<file path="src/rtl/ifu_pkg.sv">
// -----------------------------------------------------------------------------
// ifu_pkg
//   Shared constants and types for the instruction fetch unit.
//   - RESET_PC_DEFAULT : PC of the first fetch after reset (text segment base)
//   - NOP              : canonical RISC-V NOP (addi x0, x0, 0)
//   - OP_I_ARITH/OP_LUI: opcode constants consumed by the immediate unit
//   - fetch_state_e    : fetch FSM encoding (IDLE = nothing outstanding)
//   - fetch_entry_t    : one fetch queue entry {pc, instr}
// -----------------------------------------------------------------------------
package ifu_pkg;

  localparam logic [31:0] RESET_PC_DEFAULT = 32'h0040_0000;
  localparam logic [31:0] NOP              = 32'h0000_0013;
  localparam logic [6:0]  OP_I_ARITH       = 7'h13;
  localparam logic [6:0]  OP_LUI           = 7'h37;

  typedef enum logic {
    IDLE = 1'b0,
    WAIT = 1'b1
  } fetch_state_e;

  typedef struct packed {
    logic [31:0] pc;
    logic [31:0] instr;
  } fetch_entry_t;

  // Word-align an address by clearing the two byte-offset bits.
  function automatic logic [31:0] align_word(input logic [31:0] addr);
    return addr & ~32'h0000_0003;
  endfunction

endpackage

</file>
<file path="src/rtl/instruction_fetch_unit_if.sv">
// -----------------------------------------------------------------------------
// instruction_fetch_unit_if
//   Bus bundle of the fetch unit: the instruction-memory request channel
//   (req/addr/gnt/rvalid/rdata) and the downstream instruction stream
//   (valid/ready/instr/pc).
//   master : the fetch unit side
//   slave  : the environment side (instruction memory + decode stage)
// -----------------------------------------------------------------------------
interface instruction_fetch_unit_if;

  logic        imem_req_o;
  logic [31:0] imem_addr_o;
  logic        imem_gnt_i;
  logic        imem_rvalid_i;
  logic [31:0] imem_rdata_i;

  logic        instr_valid_o;
  logic        instr_ready_i;
  logic [31:0] instr_o;
  logic [31:0] instr_pc_o;

  modport master (
    output imem_req_o, imem_addr_o,
    input  imem_gnt_i, imem_rvalid_i, imem_rdata_i,
    output instr_valid_o, instr_o, instr_pc_o,
    input  instr_ready_i
  );

  modport slave (
    input  imem_req_o, imem_addr_o,
    output imem_gnt_i, imem_rvalid_i, imem_rdata_i,
    input  instr_valid_o, instr_o, instr_pc_o,
    output instr_ready_i
  );

endinterface

</file>
<file path="src/rtl/instruction_fetch_unit_fetch_fifo.sv">
// -----------------------------------------------------------------------------
// fetch_fifo
//   Two-entry {pc, instr} queue between the memory response and decode.
//   Ports:
//     clk, reset   : clock, synchronous active-high reset
//     push         : write push_entry at the tail
//     pop          : drop the head entry (only when count != 0)
//     flush        : empty the queue; wins over push and pop
//     push_entry   : entry to write
//     head         : registered head entry (valid when count != 0)
//     count        : current occupancy, 0..2
//   Entry 0 is always the head; a pop shifts entry 1 down.
// -----------------------------------------------------------------------------
module fetch_fifo
  import ifu_pkg::*;
(
  input  logic         clk,
  input  logic         reset,
  input  logic         push,
  input  logic         pop,
  input  logic         flush,
  input  fetch_entry_t push_entry,
  output fetch_entry_t head,
  output logic [1:0]   count
);

  fetch_entry_t entry0;
  fetch_entry_t entry1;

  // NOTE: state registers use non-blocking assignments so every flop samples
  // the pre-edge values of its neighbours regardless of statement order.
  always_ff @(posedge clk) begin
    if (reset || flush) begin
      count <= 2'd0;
    end else begin
      unique case ({push, pop})
        2'b10:   count <= count + 2'd1;
        2'b01:   count <= count - 2'd1;
        default: count <= count;
      endcase
    end
  end

  // NOTE: the data slots are deliberately not reset; occupancy is carried by
  // count alone, so clearing the payload would only add reset fan-out.
  always_ff @(posedge clk) begin
    if (!flush) begin
      unique case ({push, pop})
        2'b10: begin
          if (count == 2'd0) entry0 <= push_entry;
          else               entry1 <= push_entry;
        end
        2'b01: entry0 <= entry1;
        2'b11: begin
          // With two entries the tail moves down and the new word goes
          // behind it; with one the new word replaces the head directly.
          if (count == 2'd2) begin
            entry0 <= entry1;
            entry1 <= push_entry;
          end else begin
            entry0 <= push_entry;
          end
        end
        default: ;
      endcase
    end
  end

  assign head = entry0;

endmodule

</file>
<file path="src/rtl/instruction_fetch_unit.sv">
// -----------------------------------------------------------------------------
// instruction_fetch_unit
//   Fetch stage of the RISC-V core. Holds the PC, issues one word read at a
//   time to instruction memory over req/gnt/rvalid, buffers returned words
//   with their PC in a 2-entry queue and presents them under valid/ready.
//   Parameters:
//     RESET_PC : first fetch address after reset
//     DEPTH    : queue entries (only 2 supported)
//   Ports:
//     clk, reset     : clock, synchronous active-high reset
//     redirect_i     : branch/jump taken - flush and refetch from redirect_pc_i
//     redirect_pc_i  : redirect target (low two bits ignored)
//     misalign_o     : one-cycle pulse after a misaligned redirect target
//     bus (master)   : imem request channel + downstream instruction stream
//   Build option:
//     IFU_MISALIGN_CHECK_EN - when defined, misalign_o reports misaligned
//     redirect targets; otherwise it is tied low.
// -----------------------------------------------------------------------------
module instruction_fetch_unit
  import ifu_pkg::*;
#(
  parameter logic [31:0] RESET_PC = RESET_PC_DEFAULT,
  parameter int          DEPTH    = 2
) (
  input  logic                      clk,
  input  logic                      reset,
  input  logic                      redirect_i,
  input  logic [31:0]               redirect_pc_i,
  output logic                      misalign_o,
  instruction_fetch_unit_if.master  bus
);

  localparam logic [1:0] DEPTH_W = 2'(DEPTH);

  fetch_state_e state;
  logic [31:0]  pc;        // address of the next request
  logic [31:0]  req_pc;    // address of the outstanding request
  logic         discard;   // outstanding response belongs to a flushed path

  logic         outstanding;
  logic [1:0]   used;
  logic         req;
  logic         grant;
  logic         rsp;
  logic         push;
  logic         pop;
  logic [1:0]   count;
  fetch_entry_t head;
  fetch_entry_t push_entry;
  logic         head_valid;

  assign outstanding = (state == WAIT);

  // Room is judged on the registered occupancy plus the outstanding request.
  // A response arriving this cycle still counts as outstanding, and a pop in
  // the same cycle does not free a slot. A new request can only start when
  // nothing is outstanding or the outstanding one completes this cycle, which
  // also holds requests back while a discarded response is pending.
  assign used  = count + {1'b0, outstanding};
  assign req   = !reset && (!outstanding || bus.imem_rvalid_i) && (used < DEPTH_W);
  assign grant = req && bus.imem_gnt_i;
  assign rsp   = outstanding && bus.imem_rvalid_i;

  // A redirect flushes the queue, so the word returning in that cycle is
  // dropped along with everything already buffered.
  assign push       = rsp && !discard && !redirect_i;
  assign pop        = bus.instr_valid_o && bus.instr_ready_i;
  assign push_entry = '{pc: req_pc, instr: bus.imem_rdata_i};

  always_ff @(posedge clk) begin
    if (reset) begin
      state   <= IDLE;
      pc      <= RESET_PC;
      req_pc  <= '0;
      discard <= 1'b0;
    end else begin
      unique case (state)
        IDLE: begin
          if (grant) begin
            state  <= WAIT;
            req_pc <= pc;
            pc     <= pc + 32'd4;
          end
        end
        WAIT: begin
          if (bus.imem_rvalid_i) begin
            discard <= 1'b0;
            if (grant) begin
              req_pc <= pc;
              pc     <= pc + 32'd4;
            end else begin
              state <= IDLE;
            end
          end
        end
        default: state <= IDLE;
      endcase

      // Redirect overrides the PC update above. Any request still in flight
      // after this edge (old one not yet answered, or one granted now) must
      // have its response thrown away.
      if (redirect_i) begin
        pc      <= align_word(redirect_pc_i);
        discard <= (outstanding && !bus.imem_rvalid_i) || grant;
      end
    end
  end

  fetch_fifo u_fifo (
    .clk        (clk),
    .reset      (reset),
    .push       (push),
    .pop        (pop),
    .flush      (redirect_i),
    .push_entry (push_entry),
    .head       (head),
    .count      (count)
  );

  assign head_valid = !reset && (count != 2'd0);

  assign bus.imem_req_o    = req;
  assign bus.imem_addr_o   = pc;
  assign bus.instr_valid_o = head_valid;
  assign bus.instr_o       = head_valid ? head.instr : NOP;
  assign bus.instr_pc_o    = head_valid ? head.pc    : 32'h0000_0000;

`ifdef IFU_MISALIGN_CHECK_EN
  logic misalign_q;

  always_ff @(posedge clk) begin
    if (reset) misalign_q <= 1'b0;
    else       misalign_q <= redirect_i && (redirect_pc_i[1:0] != 2'b00);
  end

  assign misalign_o = misalign_q && !reset;
`else
  assign misalign_o = 1'b0;
`endif

endmodule

</file>
<file path="src/flat_wrapper.sv">
// flat-port wrapper written by rule: the top's interface ports become plain ports
module instruction_fetch_unit_flat import ifu_pkg::*;
#(
  parameter logic [31:0] RESET_PC = RESET_PC_DEFAULT,
  parameter int          DEPTH    = 2
)
  (clk, reset, redirect_i, redirect_pc_i, misalign_o, bus_imem_req_o, bus_imem_addr_o, bus_imem_gnt_i, bus_imem_rvalid_i, bus_imem_rdata_i, bus_instr_valid_o, bus_instr_o, bus_instr_pc_o, bus_instr_ready_i);
  instruction_fetch_unit_if bus_i ();
  input  logic clk;
  input  logic reset;
  input  logic redirect_i;
  input  logic [31:0] redirect_pc_i;
  output logic misalign_o;
  output wire logic [$bits(bus_i.imem_req_o)-1:0] bus_imem_req_o;
  output wire logic [$bits(bus_i.imem_addr_o)-1:0] bus_imem_addr_o;
  input wire logic [$bits(bus_i.imem_gnt_i)-1:0] bus_imem_gnt_i;
  input wire logic [$bits(bus_i.imem_rvalid_i)-1:0] bus_imem_rvalid_i;
  input wire logic [$bits(bus_i.imem_rdata_i)-1:0] bus_imem_rdata_i;
  output wire logic [$bits(bus_i.instr_valid_o)-1:0] bus_instr_valid_o;
  output wire logic [$bits(bus_i.instr_o)-1:0] bus_instr_o;
  output wire logic [$bits(bus_i.instr_pc_o)-1:0] bus_instr_pc_o;
  input wire logic [$bits(bus_i.instr_ready_i)-1:0] bus_instr_ready_i;
  assign bus_imem_req_o = bus_i.imem_req_o;
  assign bus_imem_addr_o = bus_i.imem_addr_o;
  assign bus_i.imem_gnt_i = bus_imem_gnt_i;
  assign bus_i.imem_rvalid_i = bus_imem_rvalid_i;
  assign bus_i.imem_rdata_i = bus_imem_rdata_i;
  assign bus_instr_valid_o = bus_i.instr_valid_o;
  assign bus_instr_o = bus_i.instr_o;
  assign bus_instr_pc_o = bus_i.instr_pc_o;
  assign bus_i.instr_ready_i = bus_instr_ready_i;
  instruction_fetch_unit #(.RESET_PC(RESET_PC), .DEPTH(DEPTH)) u_core (.clk(clk), .reset(reset), .redirect_i(redirect_i), .redirect_pc_i(redirect_pc_i), .misalign_o(misalign_o), .bus(bus_i));
endmodule
</file>
<file path="config.mk">
export PLATFORM = sky130hd
export DESIGN_NAME = instruction_fetch_unit_flat
export DESIGN_NICKNAME = d
export VERILOG_FILES = /design/src/rtl/ifu_pkg.sv /design/src/rtl/instruction_fetch_unit_if.sv /design/src/rtl/instruction_fetch_unit_fetch_fifo.sv /design/src/rtl/instruction_fetch_unit.sv /design/src/flat_wrapper.sv
export SDC_FILE = /design/constraint.sdc
export NUM_CORES = 1
export LEC_CHECK = 0
export CAP_MARGIN = 20
export CORE_MARGIN = 2
export CORE_UTILIZATION = 50
export DETAILED_ROUTE_END_ITERATION = 8
export GPL_ROUTABILITY_DRIVEN = 0
export PLACE_DENSITY = 0.79
export SKIP_CTS_REPAIR_TIMING = 1
export SYNTH_ARGS = -nofsm -noshare
export SYNTH_HDL_FRONTEND = slang
export SYNTH_SLANG_ARGS = --single-unit
</file>
<file path="constraint.sdc">
create_clock -name clk -period 14.11 [get_ports clk]
set_input_delay 1.411 -clock clk [delete_from_list [all_inputs] [get_ports clk]]
set_output_delay 1.411 -clock clk [all_outputs]
set_load 0.01 [all_outputs]
</file>
==> reports/results.ini <==
[timing]
max_freq_mhz=191
hold_violations=0
fin_worst_skew_ns=0.00837
setup_ws_ns=8.88
fin_crit_sh_pct=37.1
min_period_ns=5.23
rsz0062_at_grt=false
relSlewSlack_pct=35.3
setup_viol=0
fin_hold_ws_ns=0.465
fin_tns_setup_ns=0
drv_slew=0
worst_pin_slew_ns=0.969

[critical_path]
crit_buf_inv=4
cp.depth=9
reg2reg_from=u_core.u_fifo.count[1]
cp.arrival_ns=5.29
reg2reg_slack_ns=9.64
path_max_fanout=76
cpMostUsedCell=buf_4
cp_top_family=simple AND/OR/NAND/NOR gates
endpoint=u_core.u_fifo.entry1[16]
startpoint=reset
crit_chain=buf_2 > buf_4 > nor2_4 > nand2_1 > inv_1 > ha_1 > nor2_1 > a2111oi_2 > buf_4
slowest_delay_ns=0.88
criticalPathCategory=input port to register
start_kind=input port
timing.rr.end=u_core.u_fifo.entry1[16]
cp-end-kind=register
reg2reg_depth=8
slowest_stage=a2111oi_2
critPathRequiredTime_ns=14.16

[die]
initial_core_util_pct=50.8
ioPinCount=169
core.rowCount=46
die_h_um=131
fp.dieArea_mm2=0.0170
core_region_area_mm2=0.0158
die-width_um=131

[synthesis]
synth_area_leaders=edfxtp_1 (47%), dfxtp_1 (16%), a22o_1 (6.8%), and2_1 (4.8%), nand2_1 (3.8%)
synth_cell_type_count=52
synth_cells=668
ys_seq_area_share_pct=62.5
synth-seq-cells=188
synth_edf_count=124
syn_area_mm2=0.00800
synth_ff_type=edfxtp_1
synth_top_area_share_pct=46.5
syn_avg_cell_area_um2=12.0
synthArstFlopShare_pct=0
yosys_warnings=0
synth_top_area_cell=edfxtp_1

[finish]
drive_gt1_share_pct=7.64
final_area_mm2=0.0104
final_cells=1041
n_antenna_cell=0
final_cell_mix=clkdlybuf4s50_1 (160), edfxtp_1 (124), nand2_1 (80), dfxtp_1 (64)
final_util_pct=66.1
finalNetCount=888
syn_to_final_growth_pct=30.2
mostFrequentLayoutCell=clkdlybuf4s50_1

[clock_tree]
cts_sinks=188
cts-root-buf=clkbuf_16
clk_latency_ns=0.43
numCtsBuffers=17
cts_max_level=4
cts_tree=built
cts.clk_slew.worst_paths_ns=0.07
clk_path_buf_depth=2

[global_routing]
grt_antenna_before_repair=0
grt_pass1_wl_um=27400
gr-total-overflow=0
grtUsageTotal_pct=20.6
grt_max_degree=77
grt_pass1_vias=5350

[pwr]
p_leak_nw=3.59
finalPower_mw=1.17
p_per_area_mw_per_mm2=112
ir_drop_v=0.0000900

[place]
dp_cells=1007
dp_slack_ns=8.32
dpl_cell_area_mm2=0.00977
place.port_buffers=161
dpl.hpwl_um=11400

[route]
vias_per_cell=5.42
vias=5647
first_iter_violations=332
ant_nets=0
wl_um=17300
drc=0
first_pass_iters=6
wl_per_cell_um=16.6

[worst_hold_path]
min_path_type=register to register

[status]
status=completed

[job]
cap_violations=0

==> per-layer routing <==
metal  track usage [%]  part of all wire [%]  vias to the layer above
met3              4.23                   6.7                       16
met1              29.0                    47                     2665
met4              6.88                   1.2                        0
met5                 0                     0                        -
li1                  -                     -                     2747
met2              32.3                    45                      219
==> how the worst min path moves through the flow <==
stage	startpoint	to	slack, ns	cells after the start
4_1_cts	u_core.req_pc[9]	u_core.u_fifo.entry1[41]	0.47	0
5_1_grt	u_core.req_pc[9]	u_core.u_fifo.entry1[41]	0.47	0
2_1_floorplan	u_core.req_pc[2]	u_core.u_fifo.entry1[34]	0.43	0
6_report	u_core.req_pc[23]	u_core.u_fifo.entry1[55]	0.46	0
3_5_place_dp	u_core.req_pc[9]	u_core.u_fifo.entry1[41]	0.45	0
3_3_place_gp	u_core.req_pc[20]	u_core.u_fifo.entry1[52]	0.45	0
==> synth_stat cells (all sizes together), types with 6 or more instances <==
cell,number
ha,6
o31a,6
a22o,62
o21ai,10
and2,62
buf,15
nand2,81
xnor2,12
dfxtp,64
xor2,9
a21oi,42
edfxtp,124
a311oi,6
o2111ai,8
nor3,8
o21a,8
inv,18
nor2,27
a211oi,15
or3,8
clkbuf,35
==> power breakdown <==
part,leakage (nW),internal (mW),switching [mW],total (mW)
Clock,0.293,0.276,0.199,0.476
Combinational,1.59,0.0457,0.0372,0.0830
Sequential,1.70,0.597,0.0148,0.612
Total,3.59,0.919,0.251,1.17
==> kinds of logic after synthesis <==
logic type	count (synthesis)	synth area share, %
other	1	0.0469
multiplexers	1	0.125
flip-flops	188	62.5
XOR/XNOR	21	2.30
adder cells (fa/ha/maj)	6	0.938
AO/OA/AOI/OAI	174	16.9
AND/OR/NAND/NOR	209	13.6
buffers and inverters	68	3.60
==> layout make-up <==
type	count	area [µm²]
Fill cell	1240	5350
Timing Repair Buffer	171	1710
Tap cell	216	270
Clock inverter	10	96.3
Sequential cell	188	5000
Multi-Input combinational cell	416	2760
Inverter	18	67.6
Clock buffer	22	508
==> state kept, by name, indices dropped and copies added (netlist names) <==
register,count
u_core.req_pc,30
u_core.outstanding,1
u_core.discard,1
u_core.u_fifo.entry1,62
u_core.u_fifo.head,62
u_core.bus.imem_addr_o,30
u_core.u_fifo.count,2
Note: power is estimated with default switching activity, not from simulation.
